### src/rtl/conv_pkg.sv
// conv_pkg: shared FSM state type and layer geometry helpers
// used by the conv layer sequencer and its load/compute counters.
package conv_pkg;

   typedef enum logic [2:0] {
      S_IDLE,
      S_LOAD_W,
      S_LOAD_B,
      S_LOAD_P,
      S_COMPUTE,
      S_DONE
   } state_t;

   // output edge length of a valid (unpadded) strided convolution
   function automatic int out_dim(input int img, input int k,
                                  input int stride);
      return (img - k) / stride + 1;
   endfunction

   function automatic int w_num(input int k, input int ch);
      return k * k * ch;
   endfunction

   function automatic int p_num(input int w, input int h);
      return w * h;
   endfunction

endpackage

### src/rtl/load_phase_counter.sv
// load_phase_counter: wrapping up-counter with clear, enable and
// a last flag (cnt == lim). Ports: clk, rst (async, active-low),
// clr, en, lim in; cnt, last out. Wraps to 0 when enabled at last.
module load_phase_counter #(
   parameter int W = 16
) (
   input  logic         clk,
   input  logic         rst,
   input  logic         clr,
   input  logic         en,
   input  logic [W-1:0] lim,
   output logic [W-1:0] cnt,
   output logic         last
);

   assign last = (cnt == lim);

   always_ff @(posedge clk or negedge rst) begin
      if (!rst) begin
         cnt <= '0;
      end else if (clr || (en && last)) begin
         cnt <= '0;
      end else if (en) begin
         cnt <= cnt + W'(1);
      end
   end

endmodule

### src/rtl/conv_layer_sequencer.sv
// conv_layer_sequencer: loads weights/biases/pixels from one word
// stream into external memories, then sweeps the output map,
// issuing windows to the core and writing results.
// Ports: clk, rst (async active-low); start/reuse_params/busy/done
// frame handshake; in_valid/in_data/in_ready load stream;
// w_we/b_we/pix_we/ld_addr/ld_data memory writes; win_req/win_row/
// win_col/win_ack/res_data core side; res_we/res_addr/res_wdata.
module conv_layer_sequencer
   import conv_pkg::*;
#(
   parameter int DATA_W = 48,
   parameter int RES_W  = 128,
   parameter int IMG_W  = 32,
   parameter int IMG_H  = 32,
   parameter int K      = 3,
   parameter int STRIDE = 1,
   parameter int CH_OUT = 8,
   parameter int AW     = 16
) (
   input  logic              clk,
   input  logic              rst,
   input  logic              start,
   input  logic              reuse_params,
   output logic              busy,
   output logic              done,
   input  logic              in_valid,
   input  logic [DATA_W-1:0] in_data,
   output logic              in_ready,
   output logic              w_we,
   output logic              b_we,
   output logic              pix_we,
   output logic [AW-1:0]     ld_addr,
   output logic [DATA_W-1:0] ld_data,
   output logic              win_req,
   output logic [AW-1:0]     win_row,
   output logic [AW-1:0]     win_col,
   input  logic              win_ack,
   input  logic [RES_W-1:0]  res_data,
   output logic              res_we,
   output logic [AW-1:0]     res_addr,
   output logic [RES_W-1:0]  res_wdata
);

   localparam int OUT_W = out_dim(IMG_W, K, STRIDE);
   localparam int OUT_H = out_dim(IMG_H, K, STRIDE);
   localparam int W_NUM = w_num(K, CH_OUT);
   localparam int B_NUM = CH_OUT;
   localparam int P_NUM = p_num(IMG_W, IMG_H);
   localparam longint ASPACE = 64'd1 << AW;

   if ((longint'(OUT_W) * OUT_H > ASPACE) ||
       (longint'(P_NUM) > ASPACE)) begin : g_size_chk
      $error("conv_layer_sequencer: AW too small");
   end

   state_t state, next_state;

   logic          accept;
   logic          phase_end;
   logic          params_valid;
   logic [AW-1:0] ld_lim;
   logic [AW-1:0] ld_cnt;
   logic          ld_last;
   logic [AW-1:0] out_row;
   logic [AW-1:0] out_col;
   logic          col_last;
   logic          row_last;

   assign accept   = in_valid && in_ready;
   assign row_last = (out_row == AW'(OUT_H - 1));

   always_comb begin
      ld_lim = AW'(P_NUM - 1);
      if (state == S_LOAD_W) begin
         ld_lim = AW'(W_NUM - 1);
      end else if (state == S_LOAD_B) begin
         ld_lim = AW'(B_NUM - 1);
      end
   end

   load_phase_counter #(.W(AW)) u_ld_cnt (
      .clk  (clk),
      .rst  (rst),
      .clr  (state == S_IDLE),
      .en   (accept),
      .lim  (ld_lim),
      .cnt  (ld_cnt),
      .last (ld_last)
   );

   load_phase_counter #(.W(AW)) u_col_cnt (
      .clk  (clk),
      .rst  (rst),
      .clr  (state != S_COMPUTE),
      .en   (res_we),
      .lim  (AW'(OUT_W - 1)),
      .cnt  (out_col),
      .last (col_last)
   );

   always_ff @(posedge clk or negedge rst) begin
      if (!rst) begin
         state <= S_IDLE;
      end else begin
         state <= next_state;
      end
   end

   // phase_end marks the one bubble cycle after the last word of a
   // phase: in_ready drops and the FSM moves on at its end.
   always_comb begin
      next_state = state;
      busy       = 1'b1;
      done       = 1'b0;
      in_ready   = 1'b0;
      win_req    = 1'b0;
      res_we     = 1'b0;
      unique case (state)
         S_IDLE: begin
            busy = 1'b0;
            if (start) begin
               next_state = (reuse_params && params_valid) ?
                            S_LOAD_P : S_LOAD_W;
            end
         end
         S_LOAD_W: begin
            in_ready = !phase_end;
            if (phase_end) next_state = S_LOAD_B;
         end
         S_LOAD_B: begin
            in_ready = !phase_end;
            if (phase_end) next_state = S_LOAD_P;
         end
         S_LOAD_P: begin
            in_ready = !phase_end;
            if (phase_end) next_state = S_COMPUTE;
         end
         S_COMPUTE: begin
            win_req = 1'b1;
            res_we  = win_ack;
            if (win_ack && col_last && row_last) begin
               next_state = S_DONE;
            end
         end
         S_DONE: begin
            done       = 1'b1;
            next_state = S_IDLE;
         end
         default: next_state = S_IDLE;
      endcase
   end

   always_ff @(posedge clk or negedge rst) begin
      if (!rst) begin
         w_we         <= 1'b0;
         b_we         <= 1'b0;
         pix_we       <= 1'b0;
         ld_addr      <= '0;
         ld_data      <= '0;
         phase_end    <= 1'b0;
         params_valid <= 1'b0;
      end else begin
         w_we      <= accept && (state == S_LOAD_W);
         b_we      <= accept && (state == S_LOAD_B);
         pix_we    <= accept && (state == S_LOAD_P);
         phase_end <= accept && ld_last;
         if (accept) begin
            ld_addr <= ld_cnt;
            ld_data <= in_data;
         end
         if ((state == S_LOAD_B) && phase_end) begin
            params_valid <= 1'b1;
         end
      end
   end

   // the last window leaves the row as is; leaving COMPUTE clears it
   always_ff @(posedge clk or negedge rst) begin
      if (!rst) begin
         out_row <= '0;
      end else if (state != S_COMPUTE) begin
         out_row <= '0;
      end else if (res_we && col_last && !row_last) begin
         out_row <= out_row + AW'(1);
      end
   end

   assign win_row   = out_row * AW'(STRIDE);
   assign win_col   = out_col * AW'(STRIDE);
   assign res_addr  = out_row * AW'(OUT_W) + out_col;
   assign res_wdata = res_we ? res_data : '0;

endmodule

### config.mk
export PLATFORM = sky130hd
export DESIGN_NAME = conv_layer_sequencer
export DESIGN_NICKNAME = d
export VERILOG_FILES = /design/src/rtl/conv_pkg.sv /design/src/rtl/load_phase_counter.sv /design/src/rtl/conv_layer_sequencer.sv
export SDC_FILE = /design/constraint.sdc
export NUM_CORES = 1
export LEC_CHECK = 0
export ABC_AREA = 1
export ABC_CLOCK_PERIOD_IN_PS = 11000
export CAP_MARGIN = 20
export CORE_AREA = 2 2 167 169
export CTS_CLUSTER_SIZE = 24
export DETAILED_ROUTE_END_ITERATION = 6
export DIE_AREA = 0 0 169 171
export PLACE_DENSITY = 0.67
export SLEW_MARGIN = 40
export SYNTH_ARGS = -nofsm -noshare
export SYNTH_HDL_FRONTEND = slang
export SYNTH_SLANG_ARGS = --single-unit
### constraint.sdc
create_clock -name clk -period 11 [get_ports clk]
set_clock_uncertainty 0.1 [all_clocks]
set_input_delay 2.75 -clock clk [delete_from_list [all_inputs] [get_ports clk]]
set_output_delay 2.75 -clock clk [all_outputs]
set_load 0.005 [all_outputs]
=== Word-level counts from Yosys, hierarchy flattened ===
Cells that the tools add are included.

* Register bits after elaboration: 120
* Input bits: 182
* Output and inout bits: 248
* Word-level logic and storage cells: 72

* Add/subtract/negate cells: 4
* Multiply operators: 1
* Equal/unequal tests: 14
* Muxes and demuxes: 21
* Reduce and logical (&&, ||, !) cells: 21

{| class="wikitable"
|+ Operator list
! cell !! count
|-
| 2-to-1 mux 128 bit || 1
|-
| 2-to-1 mux 16 bit || 7
|-
| adder 16 x 1 -> 16 bit (second input constant) || 3
|-
| equality test 16 x 5 -> 1 bit (second input constant) || 2
|-
| adder 16 bit || 1
|-
| equality test 16 bit || 1
|-
| multiplier 16 x 4 -> 15 bit (second input constant) || 1
|-
| 2-to-1 mux 3 bit || 5
|-
| case mux 3 bit (5 select lines) || 1
|-
| logical AND 1 bit || 11
|-
| 2-to-1 mux 10 bit || 1
|-
| inequality test 2 bit (second input constant) || 5
|-
| equality test 3 x 2 -> 1 bit (second input constant) || 2
|-
| equality test 3 bit (second input constant) || 2
|-
| nonzero test 2 bit || 3
|-
| 2-to-1 mux 1 bit || 5
|-
| AND reduction 5 bit || 1
|-
| equality test 3 x 1 -> 1 bit (second input constant) || 1
|-
| logical NOT 3 bit || 1
|-
| inequality test 3 bit (second input constant) || 1
|-
| OR reduction 3 bit || 1
|-
| logical NOT 1 bit || 2
|-
| logical OR 1 bit || 2
|-
| 2-to-1 mux 2 bit || 1
|}

=== Longest topological paths before layout ===
Gate-level depths: netlist of the first run.

* Depth after elaboration: 7
* Depth in mapped cells: 21
* Gate-level depth less buffers: 21

=== Modules after synthesis ===
A second synthesis of the first run with hierarchy kept.

* Cell total of the unflattened synthesis: 1417
* Area, all modules: 9504.1 µm²

{| class="wikitable"
|+ Modules (own cells, without submodules)
! module !! instances !! cells each !! area an instance (µm²)
|-
| conv_layer_sequencer || 1 || 1029 || 7066.8
|-
| load_phase_counter || 2 || 194 || 1218.7
|}

=== Worst setup path before layout of the first run ===
Ideal clock, no wire load.

* Path kind: flip-flop to output port
* Start: register out_row[7]
* End: output res_addr[15]
* Arrival: 3577 ps
* Data required time: 8150 ps
* Path slack: 4573 ps
* Stages on the path, launching flop included: 20
* Buffers on the path: 0
* Path through: dfrtp_1 > inv_1 > fa_1 > fa_1 > inv_1 > ha_1 > a21o_1 > nand2_1 > nand2_1 > a21oi_1 > nand3_1 > nand2_1 > nand2_1 > ha_1 > a21oi_1 > a21boi_0 > nand2_1 > nor2_1 > nand3_1 > nand2_1

* Cells in the longest elaborated chain, start to end: 2

{| class="wikitable"
|+ Ends and longest elaborated chain
! what !! RTL line !! text
|-
| start, declared || conv_layer_sequencer.sv:64 || <nowiki>logic [AW-1:0] out_row;</nowiki>
|-
| start signal, assigned || conv_layer_sequencer.sv:184 || <nowiki>out_row <= out_row + AW'(1);</nowiki>
|-
| multiplier 16 x 4 -> 15 bit || conv_layer_sequencer.sv:190 || <nowiki>assign res_addr = out_row * AW'(OUT_W) + out_col;</nowiki>
|-
| adder 16 bit || conv_layer_sequencer.sv:190 ||
|-
| end, declared || conv_layer_sequencer.sv:40 || <nowiki>output logic [AW-1:0] res_addr,</nowiki>
|}

Every way passes these cells.

=== Worst setup path after layout of the first run ===
* Start: input win_ack
* End: output res_wdata[26]

* Cells in the longest elaborated chain, start to end: 2

{| class="wikitable"
|+ Ends and longest elaborated chain
! what !! RTL line !! text
|-
| start, declared || conv_layer_sequencer.sv:37 || <nowiki>input logic win_ack,</nowiki>
|-
| 2-to-1 mux 1 bit || conv_layer_sequencer.sv:118 || <nowiki>unique case (state)</nowiki>
|-
| 2-to-1 mux 128 bit || conv_layer_sequencer.sv:191 || <nowiki>assign res_wdata = res_we ? res_data : '0;</nowiki>
|-
| end, declared || conv_layer_sequencer.sv:41 || <nowiki>output logic [RES_W-1:0] res_wdata</nowiki>
|}

Every way passes these cells.

==> results of run 1 <==
through the flow:
step                      util, %  total power, mW  worst slack (ns)
after floorplan                 -            0.856              4.57
after global placement       49.3             1.24              2.97
after detailed placement     49.3             1.24              2.87
after CTS                    51.6             1.86              2.88
after global routing         51.7             1.95              2.70
final                        51.7             1.84              2.88
logic make-up after synthesis:
logic type      share of synthesized area, %
buf+inv                                 12.1
flops                                   33.7
fa+ha+maj                               12.1
simple gates                            33.8
compound gates                          4.83
xor+xnor                                3.44
critical path: cells and delay by family:
kind          cells  cell delay [ns]
buf+inv           3             1.82
simple gates      2             0.66
cells in the final DEF, fill, tap and decap left out, types with 3 or more instances in the layout:
cell and count:
bufinv_16 3, nand3_1 54, a21o_1 4, nand2_1 373
xnor2_1 9, ha_1 48, nor3_1 20, xor2_1 26
clkbuf_16 17, nor2_1 229, nand3b_1 9, o21ai_0 36
nor2_2 3, inv_8 4, fa_1 24, inv_1 233
diode_2 8, buf_4 3, a31oi_1 4, inv_6 5
dfrtp_1 120, clkdlybuf4s50_1 428, a21oi_1 30, nand2_2 4
nand4_1 26
synthesized netlist by cell type, drive strengths merged:
cell	n
a21boi	1
a21o	4
a21oi	30
a31o	1
a31oi	4
and3	1
buf	29
clkbuf	8
dfrtp	120
fa	24
ha	48
inv	235
nand2	379
nand2b	1
nand3	55
nand3b	9
nand4	26
nor2	234
nor3	22
nor3b	1
o21ai	38
o21bai	2
or2	1
xnor2	9
xor2	26
power by group:
| group | switching [mW] | internal (mW) |
|---|---|---|
| clock | 0.236 | 0.367 |
| combinational | 0.310 | 0.320 |
| sequential | 0.0643 | 0.541 |
| total | 0.611 | 1.23 |
final cells by class:
type                    instances  area [µm²]  share of cell area [%]
clock inverters                15         204                    1.44
well taps                     346         433                    3.06
flip-flops and latches        120        3000                    21.2
inverters                     235         885                    6.26
diodes                          8        20.0                   0.142
multi-input cells             916        4840                    34.2
clock buffers                  17         425                    3.01
repair buffers                433        4330                    30.6
metal layers:
metal / wire (µm) / up-vias / GRT usage, %
met5: 8 / - / 0
met4: 1380 / 2 / 13.4
met3: 3110 / 58 / 8.42
met2: 17500 / 394 / 39.9
met1: 14000 / 4422 / 27.4
li1: - / 4792 / -
sequential cells by signal, indices dropped and copies added, names as in the netlist:
name	cells
phase_end	1
params_valid	1
ld_addr	16
b_we	1
w_we	1
pix_we	1
u_ld_cnt.cnt	16
state	3
ld_data	48
out_row	16
u_col_cnt.cnt	16
how the worst max path moves through the flow:
stage	start	endpoint	slack, ns	depth (start not counted)
6_report	win_ack	res_wdata[26]	2.88	5
5_1_grt	win_ack	res_wdata[51]	2.70	5
4_1_cts	win_ack	res_wdata[79]	2.88	5
3_5_place_dp	win_ack	res_wdata[79]	2.87	5
3_3_place_gp	win_ack	res_wdata[67]	2.97	5
2_1_floorplan	out_row[7]	res_addr[15]	4.57	19
==> parameters.txt, run 1 <==
Parameter                              Value

Global route
  Vias in the first global route    9060
  Wire length of the first global-routing pass    around 53000 µm
  Number of antenna violations at the first check in global routing    8
  Overflow left after global routing    0
  Pin count of the biggest net entering global routing    80
  Global-route total usage across every layer    approximately 24%

Layout
  Synth-to-layout area growth    58.6%
  Share of final-layout standard cells stronger than drive strength 1    around 3.3%
  Net count of the finished layout    approximately 2000
  Fill cells    2645
  Number of cells in the finished layout apart from fillers    ~2100
  Fin area    about 0.014 mm²

Power
  Worst voltage drop across the vdd grid    around 130 µV
  Pleak    7.08 nW
  Cell Pwr Density    roughly 130 mW/mm²

Logic synthesis
  Syn Nets    around 1600
  Count of synthesis-stage warnings from yosys    0
  Yosys top cell area share    around a third
  Mapped cell area    ~0.0089 mm²
  Part of the Yosys area used for sequential elements    approximately a third
  Total of flip-flops plus latches after synthesis    120
  Per-instance average area after synthesis    between 6 and 7 µm²
  Cells after synthesis    1308
  Post-synthesis cell type count    38
  Biggest area contributors in the synthesized netlist    dfrtp_1 (34%), nand2_1 (16%), inv_1 (9.8%)
  Top cell type by total area after synthesis    dfrtp_1

Place
  Total instance count after detailed placement    slightly above 2000
  Buffers on Ports    about 430
  Post-placement cell area    roughly 0.013 mm²
  GP Congestion    approximately 0.90
  Placed wire-length estimate after detailed placement    around 30000 µm

Timing
  Transition time at the pin with the least slew margin    roughly 0.7 ns
  Count of final max-slew check failures    0
  Post-layout min period    roughly 8.1 ns
  Number of setup violations in the final report    0
  Unrepaired setup endpoints after global routing    false
  Maximum clock frequency    123 MHz
  Count of final hold-check violations    0
  Worst slew margin    51.9%
  Final sum of negative setup slack    0 ns
  Final clock period utilization by the worst path    73.9%
  Hold Slack    between 0.3 and 0.4 ns

Critical path
  CP most frequent cell    clkdlybuf4s50_1
  Crit end category    output port
  Data required time of the critical path    slightly above 8 ns
  RR Endpoint    u_ld_cnt.cnt[5]
  Maximum cell stage delay along the critical path    approximately 0.67 ns
  Maximum net fanout on the critical path    between 70 and 80
  Kind of start point of the critical path    input pin
  Depth of the worst register-to-register path    9
  Crit path max-delay cell type    buf_4
  Cells traversed along the worst timing path    clkdlybuf4s50_1, nand2_4, buf_4, nor2_1, clkdlybuf4s50_1
  Setup Crit Path Kind    in2out
  Data arrival time of the critical path    between 5 and 6 ns
  Setup slack, reg-to-reg    8.15 ns
  Reg-to-Reg Start    state[2]

Die
  I/O pin total    430
  Initial Utilization    between 30 and 40%
  Floorplan core area    0.0273 mm²
  Vertical die dimension    171 µm
  Number of placement rows    61
  Die Outline Area    about 0.029 mm²
  Die boundary width    169 µm

Clock tree
  Clock transition at path regs    approximately 0.060 ns
  Worst-case clock buffer depth    2
  Count of hold-fix buffers inserted at cts    0
  Number of levels the H-tree was split into    4
  Root cell of the clock tree    clkbuf_16
  Worst-Skew Late Latency    between 0.4 and 0.5 ns
  CTS Sinks    120
  Number of setup buffers added after CTS    0
  Number of buffers created by CTS    17
  Clock tree from TritonCTS    built
  Number of gates resized after CTS    0

Detailed routing
  Total wire length    36000 µm
  Initial DRC count    501
  Router iterations before antenna repair    5
  Wirelength per Cell    17.2 µm
  DR DRC count    0
  Total number of vias    9668
  Antenna viol nets, final    0
  Vias/cell    ~4.6

Outcome
  Result of the run    completed

Run
  Max-cap violations    0

Worst hold path
  Hold Path Sink    params_valid
  Worst min-delay path class    reg2reg
  Worst min-delay path startpoint    params_valid
  Hold depth    1
Note: power is estimated with default switching activity, not from simulation.
==> run 2, diff against run 1 <==
--- a/config.mk
+++ b/config.mk
@@ -6,7 +6,7 @@
 export NUM_CORES = 1
 export LEC_CHECK = 0
 export ABC_AREA = 1
-export ABC_CLOCK_PERIOD_IN_PS = 11000
+export ABC_CLOCK_PERIOD_IN_PS = 8400
 export CAP_MARGIN = 20
 export CORE_AREA = 2 2 167 169
 export CTS_CLUSTER_SIZE = 24
==> constraint.sdc (replaced) <==
create_clock -name clk -period 8.4 [get_ports clk]
set_clock_uncertainty 0.1 [all_clocks]
set_input_delay 2.1 -clock clk [delete_from_list [all_inputs] [get_ports clk]]
set_output_delay 2.1 -clock clk [all_outputs]
set_load 0.005 [all_outputs]
==> parameters.txt, run 2 (synthesis gave the netlist of run 1 again) <==
Parameter                              Value

Outcome
  Result of the run    completed

Critical path
  Data required time of the critical path    6.20 ns (-1.95 ns)
  Crit path max-delay cell type    dfrtp_1
  Cells traversed along the worst timing path    inv_1, fa_1, fa_1, inv_1, ha_1, a21o_1, a31oi_1, nand3_1, xor2_1, ha_1, inv_1, o21bai_1, a21boi_0, nand2_1, nor2_1, nand3_1, nand2_1, clkdlybuf4s50_1
  Critical path buffers and inverters    4 (+1)
  Data arrival time of the critical path    4.80 ns (-0.47 ns)
  Maximum cell stage delay along the critical path    0.52 ns (-0.15 ns)
  Cell family with most CP delay    adder cells
  Setup Crit Path Kind    reg2out
  Crit end category    output port
  Maximum net fanout on the critical path    7 (-91%)
  Kind of start point of the critical path    register
  CP most frequent cell    inv_1

Clock tree
  Count of hold-fix buffers inserted at cts    0 (unchanged)
  Clock transition at path regs    0.06 ns (about the same)
  Number of setup buffers added after CTS    0 (unchanged)
  Number of levels the H-tree was split into    4 (unchanged)
  Worst-case clock buffer depth    2 (unchanged)
  Number of gates resized after CTS    0 (unchanged)
  Clock tree from TritonCTS    built
  Root cell of the clock tree    clkbuf_16
  Number of buffers created by CTS    17 (unchanged)
  Worst-Skew Late Latency    0.41 ns (about the same)
  CTS Sinks    120 (unchanged)

Layout
  Number of flip-flops under the largest register name    48 (unchanged)
  Sequential cell area    0.00300 mm² (unchanged)
  Commonest non-fill, non-tap cell in the layout    clkdlybuf4s50_1
  Area occupied by multi-input gates    0.00484 mm² (unchanged)
  Register bank with the most flops    ld_data
  Most used cells in the layout excluding fill and tap cells    clkdlybuf4s50_1 (428), nand2_1 (373), inv_1 (233)
  Share of final-layout standard cells stronger than drive strength 1    3.28% (about the same)
  Fill cells    2634 (-0.42%)
  Net count of the finished layout    1978 (+0.051%)
  Synth-to-layout area growth    58.3%
  Fin area    0.0141 mm² (-0.20%)

Timing
  Final clock period utilization by the worst path    a little over four fifths
  Count of final max-slew check failures    0 (unchanged)
  Transition time at the pin with the least slew margin    0.691 ns (-0.0273 ns)
  Unrepaired setup endpoints after global routing    false
  Count of final hold-check violations    0 (unchanged)
  Number of setup violations in the final report    0 (unchanged)
  Worst slew margin    53.7% (+1.8 points)
  Final sum of negative setup slack    0 ns (unchanged)
  Hold Slack    0.352 ns (-0.0145 ns)
  Post-layout min period    ~7.0 ns
  Maximum clock frequency    143 MHz

Die
  Number of placement rows    61 (unchanged)
  Die Outline Area    0.0289 mm² (unchanged)
  Die boundary width    169 µm (unchanged)
  I/O pin total    430 (unchanged)
  Initial Utilization    32.6% (unchanged)
  Vertical die dimension    171 µm (unchanged)
  Floorplan core area    0.0273 mm² (unchanged)

Power
  Pleak    7.06 nW (-0.27%)
  Cell Pwr Density    166 mW/mm² (+28%)
  Worst voltage drop across the vdd grid    181 µV (+45%)

Detailed routing
  Router iterations before antenna repair    5 (unchanged)
  Wirelength per Cell    17.0 µm (-1.5%)
  Initial DRC count    452 (-9.8%)
  DR DRC count    0 (unchanged)
  Total wire length    35500 µm (-1.3%)
  Vias/cell    4.63 (about the same)
  Total number of vias    9682 (+0.14%)
  Antenna viol nets, final    0 (unchanged)

Place
  GP Congestion    0.919 (+2.1%)
  Buffers on Ports    429 (unchanged)
  Post-placement cell area    0.0135 mm² (about the same)
  Placed wire-length estimate after detailed placement    28800 µm (-1.5%)

Global route
  Overflow left after global routing    0 (unchanged)
  Pin count of the biggest net entering global routing    83 (+3.8%)
  Number of antenna violations at the first check in global routing    12 (+4)
  Wire length of the first global-routing pass    52500 µm (-0.16%)
  Vias in the first global route    9237 (+2.0%)
  Global-route total usage across every layer    23.8% (-0.34 points)

Worst hold path
  Worst min-delay path class    reg2reg

Run
  Max-cap violations    0 (unchanged)
run 2: metrics by stage:
step                worst slack [ns]  total power [mW]  instances  utilization (%)
finish                          1.40              2.34       2093             51.6
global route                    1.05              2.49       2093             51.6
CTS                             1.42              2.36       2083             51.5
detailed placement              1.64              1.62       2051             49.4
global placement                1.61              1.62       2051             49.4
floorplan                       2.62              1.12       1308                -
run 2: area by class of cell:
class                   count  share of cell area, %
inverters                 235                   6.27
diodes                     10                  0.177
multi-input cells         916                   34.3
flip-flops and latches    120                   21.3
clock buffers              19                   3.14
repair buffers            434                   30.7
clock inverters            13                   1.04
well taps                 346                   3.07
run 2: worst paths after layout:
kind,from,endpoint,slack (ns),cells past startpoint
setup / recovery,out_row[7],res_addr[15],1.40,18
hold / removal,params_valid,params_valid,0.35,1
max in group asynchronous,rst,ld_data[5],5.51,2
hold reg to reg,params_valid,params_valid,0.35,1
min in group asynchronous,rst,ld_data[33],1.56,1
setup reg to reg,state[2],u_ld_cnt.cnt[7],5.67,9
run 2: where the power goes:
part | total, mW | internal [mW] | switching [mW]
sequential | 0.795 | 0.709 | 0.0858
combinational | 0.819 | 0.420 | 0.399
clock | 0.728 | 0.447 | 0.281
total | 2.34 | 1.58 | 0.766
run 2: worst register-to-register path, stage by stage, from the launching register on:
cell and delay, ns:
dfrtp_1 0.42, nor2_1 0.23, nand3_4 0.31, inv_2 0.11
buf_4 0.49, o21ai_1 0.17, nor2_1 0.15, nand2_2 0.12
nand2_1 0.38, nor3_1 0.11
run 2: per-layer routing:
| layer | wire length [µm] | track usage (%) |
|---|---|---|
| met1 | 14400 | 27.9 |
| met2 | 17400 | 39.5 |
| met3 | 2860 | 7.68 |
| met4 | 838 | 11.7 |
| met5 | 13 | 0 |
